**src/rtl/fpro_bridge_pkg.sv**
```systemverilog
// -----------------------------------------------------------------------------
// fpro_bridge_pkg
// Shared types and constants for the Avalon-MM to FPro bridge.
//   state_e          : bridge FSM states (IDLE, ISSUE, RWAIT, ACK)
//   RESP_OKAY        : Avalon response code for a decoded access
//   RESP_DECODEERR   : Avalon response code for an access outside the window
//   DEAD_BEEF        : read-data fill returned on a miss when error responses
//                      are enabled (truncated/extended to DATA_W by the user)
//   DEFAULT_BRG_BASE : default bridge window base address
// -----------------------------------------------------------------------------
package fpro_bridge_pkg;

    typedef enum logic [1:0] {
        IDLE  = 2'd0,
        ISSUE = 2'd1,
        RWAIT = 2'd2,
        ACK   = 2'd3
    } state_e;

    localparam logic [1:0]  RESP_OKAY        = 2'b00;
    localparam logic [1:0]  RESP_DECODEERR   = 2'b11;
    localparam logic [31:0] DEAD_BEEF        = 32'hDEAD_BEEF;
    localparam logic [31:0] DEFAULT_BRG_BASE = 32'hC000_0000;

endpackage

```
**src/rtl/fpro_addr_decode.sv**
```systemverilog
// -----------------------------------------------------------------------------
// fpro_addr_decode
// Purely combinational address decoder for the Avalon-MM to FPro bridge.
// A window hit is address[31:24] == BRG_BASE[31:24]. The region index is the
// CS_W bits directly below the window byte, address[23 -: CS_W], and is only
// decoded onto the one-hot select on a hit. The FPro word address is
// address[ADDR_W+1:2]. ADDR_W + 2 + CS_W must not exceed 24 so that the word
// address never overlaps the region index.
//
// Ports
//   address    in   32      Avalon byte address
//   hit        out  1       address falls inside the bridge window
//   cs         out  N_CS    one-hot region select, all zero on a miss
//   word_addr  out  ADDR_W  FPro word address
// -----------------------------------------------------------------------------
module fpro_addr_decode
    import fpro_bridge_pkg::*;
#(
    parameter logic [31:0] BRG_BASE = DEFAULT_BRG_BASE,
    parameter int unsigned ADDR_W   = 21,
    parameter int unsigned N_CS     = 2,
    localparam int unsigned CS_W    = $clog2(N_CS)
) (
    input  logic [31:0]       address,
    output logic              hit,
    output logic [N_CS-1:0]   cs,
    output logic [ADDR_W-1:0] word_addr
);

    logic [CS_W-1:0] region;
    // Byte-offset bits and any gap bits between word address and region are
    // intentionally ignored; fold them here so the whole bus counts as read.
    logic            unused_addr;

    assign hit         = (address[31:24] == BRG_BASE[31:24]);
    assign region      = address[23 -: CS_W];
    assign word_addr   = address[ADDR_W+1:2];
    assign unused_addr = ^address;

    always_comb begin
        cs = '0;
        if (hit) begin
            cs[region] = 1'b1;
        end
    end

endmodule

```
**src/rtl/avalon_fpro_bridge_pipe.sv**
```systemverilog
// -----------------------------------------------------------------------------
// avalon_fpro_bridge_pipe
// Registered Avalon-MM slave to FPro bus bridge. One transaction is in flight
// at a time: IDLE captures the command, ISSUE drives a single-cycle FPro
// strobe, RWAIT waits RD_LAT cycles for FPro read data, ACK drops waitrequest
// for one cycle. Accesses outside the window complete without any FPro strobe.
//
// Optional feature macro: AVALON_FPRO_ERR_RESP_EN
//   defined   : response port present; a miss returns RESP_DECODEERR with
//               DEAD_BEEF read data, a hit returns RESP_OKAY.
//   undefined : no response port; a miss returns zero read data.
//
// Ports
//   clk, reset          in   1         clock, asynchronous active-high reset
//   read, write         in   1         Avalon command (never both high)
//   chipselect          in   1         Avalon slave select
//   address             in   32        Avalon byte address
//   byteenable          in   DATA_W/8  write byte lanes
//   writedata           in   DATA_W    write data
//   readdata            out  DATA_W    read data, held until next read
//   waitrequest         out  1         Avalon stall
//   response            out  2         OKAY / DECODEERROR (optional)
//   clk_out, reset_out  out  1         clock / reset pass-throughs
//   fp_rd_data          in   DATA_W    FPro read data
//   fp_wr_data          out  DATA_W    byte-masked write data (registered)
//   fp_addr             out  ADDR_W    FPro word address (registered)
//   fp_be               out  DATA_W/8  byte enables (registered)
//   fp_wr, fp_rd        out  1         one-cycle strobes (registered)
//   fp_cs               out  N_CS      one-hot region select (registered)
// -----------------------------------------------------------------------------
module avalon_fpro_bridge_pipe
    import fpro_bridge_pkg::*;
#(
    parameter logic [31:0] BRG_BASE = DEFAULT_BRG_BASE,
    parameter int unsigned DATA_W   = 32,
    parameter int unsigned ADDR_W   = 21,
    parameter int unsigned N_CS     = 2,
    parameter int unsigned RD_LAT   = 1
) (
    input  logic                  clk,
    input  logic                  reset,
    input  logic                  read,
    input  logic                  write,
    input  logic                  chipselect,
    input  logic [31:0]           address,
    input  logic [DATA_W/8-1:0]   byteenable,
    input  logic [DATA_W-1:0]     writedata,
    output logic [DATA_W-1:0]     readdata,
    output logic                  waitrequest,
`ifdef AVALON_FPRO_ERR_RESP_EN
    output logic [1:0]            response,
`endif
    output logic                  clk_out,
    output logic                  reset_out,
    input  logic [DATA_W-1:0]     fp_rd_data,
    output logic [DATA_W-1:0]     fp_wr_data,
    output logic [ADDR_W-1:0]     fp_addr,
    output logic [DATA_W/8-1:0]   fp_be,
    output logic                  fp_wr,
    output logic                  fp_rd,
    output logic [N_CS-1:0]       fp_cs
);

    localparam int unsigned BE_W        = DATA_W / 8;
    localparam logic [2:0]  LAT_CNT_END = 3'(RD_LAT);

`ifdef AVALON_FPRO_ERR_RESP_EN
    localparam logic [DATA_W-1:0] MISS_FILL = DATA_W'(DEAD_BEEF);
`else
    localparam logic [DATA_W-1:0] MISS_FILL = '0;
`endif

    state_e              state_q, state_d;
    logic                cmd;
    logic                accept;
    logic                done;
    logic                sample_rd;
    logic                hit_q;
    logic                rd_q;
    logic [2:0]          lat_cnt_q;

    logic                dec_hit;
    logic [N_CS-1:0]     dec_cs;
    logic [ADDR_W-1:0]   dec_word;
    logic [DATA_W-1:0]   masked_wdata;

    assign clk_out   = clk;
    assign reset_out = reset;
    assign cmd       = chipselect & (read | write);

    fpro_addr_decode #(
        .BRG_BASE (BRG_BASE),
        .ADDR_W   (ADDR_W),
        .N_CS     (N_CS)
    ) u_decode (
        .address   (address),
        .hit       (dec_hit),
        .cs        (dec_cs),
        .word_addr (dec_word)
    );

    always_comb begin
        masked_wdata = '0;
        for (int i = 0; i < BE_W; i++) begin
            if (byteenable[i]) begin
                masked_wdata[8*i +: 8] = writedata[8*i +: 8];
            end
        end
    end

    // State register
    always_ff @(posedge clk or posedge reset) begin
        if (reset) begin
            state_q <= IDLE;
        end else begin
            state_q <= state_d;
        end
    end

    // Next-state logic; the sequence runs to completion even if the master
    // drops its command mid-transaction.
    always_comb begin
        state_d = state_q;
        unique case (state_q)
            IDLE:    if (cmd) state_d = ISSUE;
            ISSUE:   state_d = (rd_q && RD_LAT != 0) ? RWAIT : ACK;
            RWAIT:   if (lat_cnt_q == LAT_CNT_END) state_d = ACK;
            ACK:     state_d = IDLE;
            default: state_d = IDLE;
        endcase
    end

    // Output / control decode
    always_comb begin
        done        = (state_q == ACK);
        accept      = (state_q == IDLE) & cmd;
        waitrequest = cmd & ~done;
        // Read data is taken in the strobe cycle itself when RD_LAT is 0,
        // otherwise in the RWAIT cycle where the counter reaches RD_LAT.
        sample_rd   = rd_q & (((state_q == ISSUE) && (RD_LAT == 0)) ||
                              ((state_q == RWAIT) && (lat_cnt_q == LAT_CNT_END)));
    end

    // Datapath and registered FPro outputs
    always_ff @(posedge clk or posedge reset) begin
        if (reset) begin
            hit_q      <= 1'b0;
            rd_q       <= 1'b0;
            lat_cnt_q  <= '0;
            readdata   <= '0;
            fp_wr_data <= '0;
            fp_addr    <= '0;
            fp_be      <= '0;
            fp_wr      <= 1'b0;
            fp_rd      <= 1'b0;
            fp_cs      <= '0;
        end else begin
            // Strobes are set on acceptance so they are high exactly in ISSUE.
            if (accept) begin
                hit_q <= dec_hit;
                rd_q  <= read;
                fp_rd <= dec_hit & read;
                fp_wr <= dec_hit & write;
                fp_cs <= dec_cs;
                // Address/data only move when a strobe goes out, so the FPro
                // side always shows the last access it actually saw.
                if (dec_hit) begin
                    fp_addr    <= dec_word;
                    fp_wr_data <= masked_wdata;
                    fp_be      <= byteenable;
                end
            end else begin
                fp_rd <= 1'b0;
                fp_wr <= 1'b0;
                fp_cs <= '0;
            end

            // Counter is 1 in the first RWAIT cycle, so it equals RD_LAT in
            // cycle 1+RD_LAT after the strobe.
            if (state_d == RWAIT) begin
                lat_cnt_q <= lat_cnt_q + 3'd1;
            end else begin
                lat_cnt_q <= '0;
            end

            if (sample_rd) begin
                readdata <= hit_q ? fp_rd_data : MISS_FILL;
            end
        end
    end

`ifdef AVALON_FPRO_ERR_RESP_EN
    // Response is updated as the transaction enters ACK and held afterwards.
    always_ff @(posedge clk or posedge reset) begin
        if (reset) begin
            response <= RESP_OKAY;
        end else if ((state_d == ACK) && (state_q != ACK)) begin
            response <= hit_q ? RESP_OKAY : RESP_DECODEERR;
        end
    end
`endif

endmodule

```
**config.mk**
```make
export PLATFORM = sky130hd
export DESIGN_NAME = avalon_fpro_bridge_pipe
export DESIGN_NICKNAME = d
export VERILOG_FILES = /design/src/rtl/fpro_bridge_pkg.sv /design/src/rtl/fpro_addr_decode.sv /design/src/rtl/avalon_fpro_bridge_pipe.sv
export SDC_FILE = /design/constraint.sdc
export NUM_CORES = 1
export LEC_CHECK = 0
export BUFFER_PORTS_ARGS = -buffer_cell sky130_fd_sc_hd__buf_2
export CAP_MARGIN = 25
export CORE_MARGIN = 1
export CORE_UTILIZATION = 42
export CTS_BUF_LIST = sky130_fd_sc_hd__clkbuf_16
export DETAILED_ROUTE_END_ITERATION = 12
export PLACE_DENSITY = 0.77
export SYNTH_ARGS = -nofsm -noshare
export SYNTH_HDL_FRONTEND = slang
export SYNTH_SLANG_ARGS = --single-unit
export TNS_END_PERCENT = 1
```
**constraint.sdc**
```tcl
create_clock -name clk -period 3.11 [get_ports clk]
set_input_delay 0.4665 -clock clk [delete_from_list [all_inputs] [get_ports clk]]
set_output_delay 0.4665 -clock clk [all_outputs]
set_load 0.05 [all_outputs]
```
==> reports/metrics.csv <==
metric,value,unit
hold_buffers,0,
io_buffer_count,198,
r2r_slack,960,ps
drt-vias-per-instance,4.97,
crit_path_end_kind,primary output,
ant_nets,0,
clock_skew,7.20,ps
core_area,9730,um2
powerDensity,806,nW/um2
nNetsFinal,682,
die_width,102,um
yosysTopAreaCell,dfrtp_1,
antenna_found_initial,0,
die_height,102,um
worstMarginPinSlew,1010,ps
drv_slew,0,
dpl.cell_count,689,
slowest_stage,buf_2,
tritoncts,done,
ios,201,
synthCells,386,
cp.buffers_inverters,3,
grt_pass1_wl,15600,um
seqCellArea,2500,um2
cp_common_cell,clkbuf_16,
synth_top_cell_area_share,59.6,%
p_leak,3.05,nW
final.setup.tns,0,ps
irDropWorstVdd,0.411,mV
multi_input_area,1520,um2
synth_edf_count,0,
grtUsageTotal,19.8,%
ys_seq_area_share,59.6,%
hold_viol_final,0,
hold_class,in2async,
maxCapViolations,0,
initial_core_util,43.1,%
routedWlPerCell,14.4,um
synthesis.nets,498,
grt_pass1_vias,3314,
yosysUniqueCellTypes,29,
gp_congestion,0.704,
crit_required,2640,ps
firstDrtPassIters,4,
clkTransAtPathRegs,60,ps
status,"complete, no violations",
antennaDiodeCount,0,
drive_above_1_share,43.3,%
rows,36,
critPathMaxFanout,2,
syn_area_per_cell,10.9,um2
vias,3518,
drc,0,
synthToLayoutAreaGrowth,33.9,%
finalSetupViolations,0,
path_cells,"clkbuf_16, clkbuf_16, buf_2",
cts_setup_buffers,0,
synthArstFlopShare,100,%
ys_seq_elements,100,
max_stage_delay,200,ps
final_cells,708,
cp-start-kind,clock port,
relSlewSlack,32.8,%
n_fill_cell,861,
dieArea,10400,um2
critical_path_arrival,2000,ps
clk_latency,450,ps
synth_area_leaders,"dfrtp_1, nand2_1, o21ai_0",
grt_max_degree,65,
drt-initial-drc-count,93,
rsz0062_at_grt,no,
crit_type,clk2out,
synth_warnings,0,
dpl.hpwl,7000,um
cts_resized,0,
ys.flop_type,dfrtp_1,
synth_area,4200,um2
drt-total-wl,10200,um
cp_top_family,buffers and inverters,
overflow,0,
-- area by class of cell --
| cell class | count | area share [%] |
|---|---|---|
| clock buffer | 13 | 5.43 |
| timing repair buffer | 202 | 18.4 |
| sequential | 100 | 44.5 |
| clock inverter | 7 | 1.22 |
| inverter | 4 | 0.312 |
| tap | 133 | 2.96 |
| multi-input combinational | 249 | 27.1 |
-- cell families after synthesis --
family	count (synthesis)	share of synthesized area [%]
buffers and inverters	37	4.06
AND/OR/NAND/NOR	115	11.5
adder cells (fa/ha/maj)	7	2.09
multiplexers	26	8.50
XOR/XNOR	1	0.209
AO/OA/AOI/OAI	100	14.0
flip-flops	100	59.6
-- per-layer routing --
| metal | up-vias | track usage (%) | routed length (um) |
|---|---|---|---|
| met3 | 15 | 6.84 | 911 |
| met1 | 1658 | 22.8 | 4200 |
| li1 | 1686 | - | - |
| met4 | 0 | 10.3 | 190 |
| met2 | 159 | 32.8 | 4880 |
| met5 | - | 0 | 0 |
-- power breakdown --
part           internal [W]  switching (W)
clock network      0.000791       0.000551
registers           0.00154       0.000132
logic              0.000355        0.00115
-- synth_stat cells, drive strengths merged (2+ instances only) --
master / instances
dfrtp: 100
nor3b: 2
inv: 4
and2: 3
buf: 12
o21ai: 65
mux2: 26
clkbuf: 21
ha: 7
o31ai: 32
nand2: 99
nor2: 2
-- layout by cell type, fill, tap and decap left out, types with 2 or more instances in the layout --
master / synthesis / routed
buf_2: 1 / 198
clkinvlp_4: 0 / 4
and2_1: 3 / 3
inv_1: 4 / 4
nor2_1: 2 / 2
mux2_4: 17 / 17
nor3b_1: 2 / 2
dfrtp_1: 100 / 100
clkbuf_16: 0 / 12
ha_1: 7 / 7
o31ai_1: 32 / 32
o21ai_0: 65 / 65
nand2_1: 99 / 99
buf_4: 2 / 4
mux2_2: 9 / 9
-- state kept, by name, summed over array words and instances (netlist names) --
name        count
fp_addr        21
fp_wr_data     32
lat_cnt_q       3
fp_cs           2
rd_q            1
fp_be           4
fp_rd           1
fp_wr           1
state_q         2
readdata       32
hit_q           1
-- path summary, 6_finish.rpt --
check | from | end | cells past startpoint
worst max-delay path | clk | clk_out | 3
worst min-delay path | reset | fp_addr[10] | 2
worst max register to register | state_q[0] | fp_addr[17] | 5
worst min register to register | readdata[12] | readdata[12] | 2
max in group asynchronous | reset | readdata[3] | 3
min in group clk | address[23] | fp_cs[0] | 2
-- stage by stage --
step	total power, W	instance area, um2	utilization [%]	hold WS [ps]	worst slack [ps]
after floorplan	0.00287	4200	-	444	24.7
after global placement	0.00322	5250	54.0	456	755
after detailed placement	0.00327	5250	54.0	465	710
after CTS	0.00457	5620	57.8	110	645
after global routing	0.00475	5620	57.8	138	637
final	0.00453	5620	57.8	93.1	647
-- worst register-to-register path: stages, from the launching register on --
cell	delay [ps]
dfrtp_1	420
inv_1	110
ha_1	200
o211ai_1	170
or3_4	690
mux2_2	450
(Power assumes the default switching activity.)
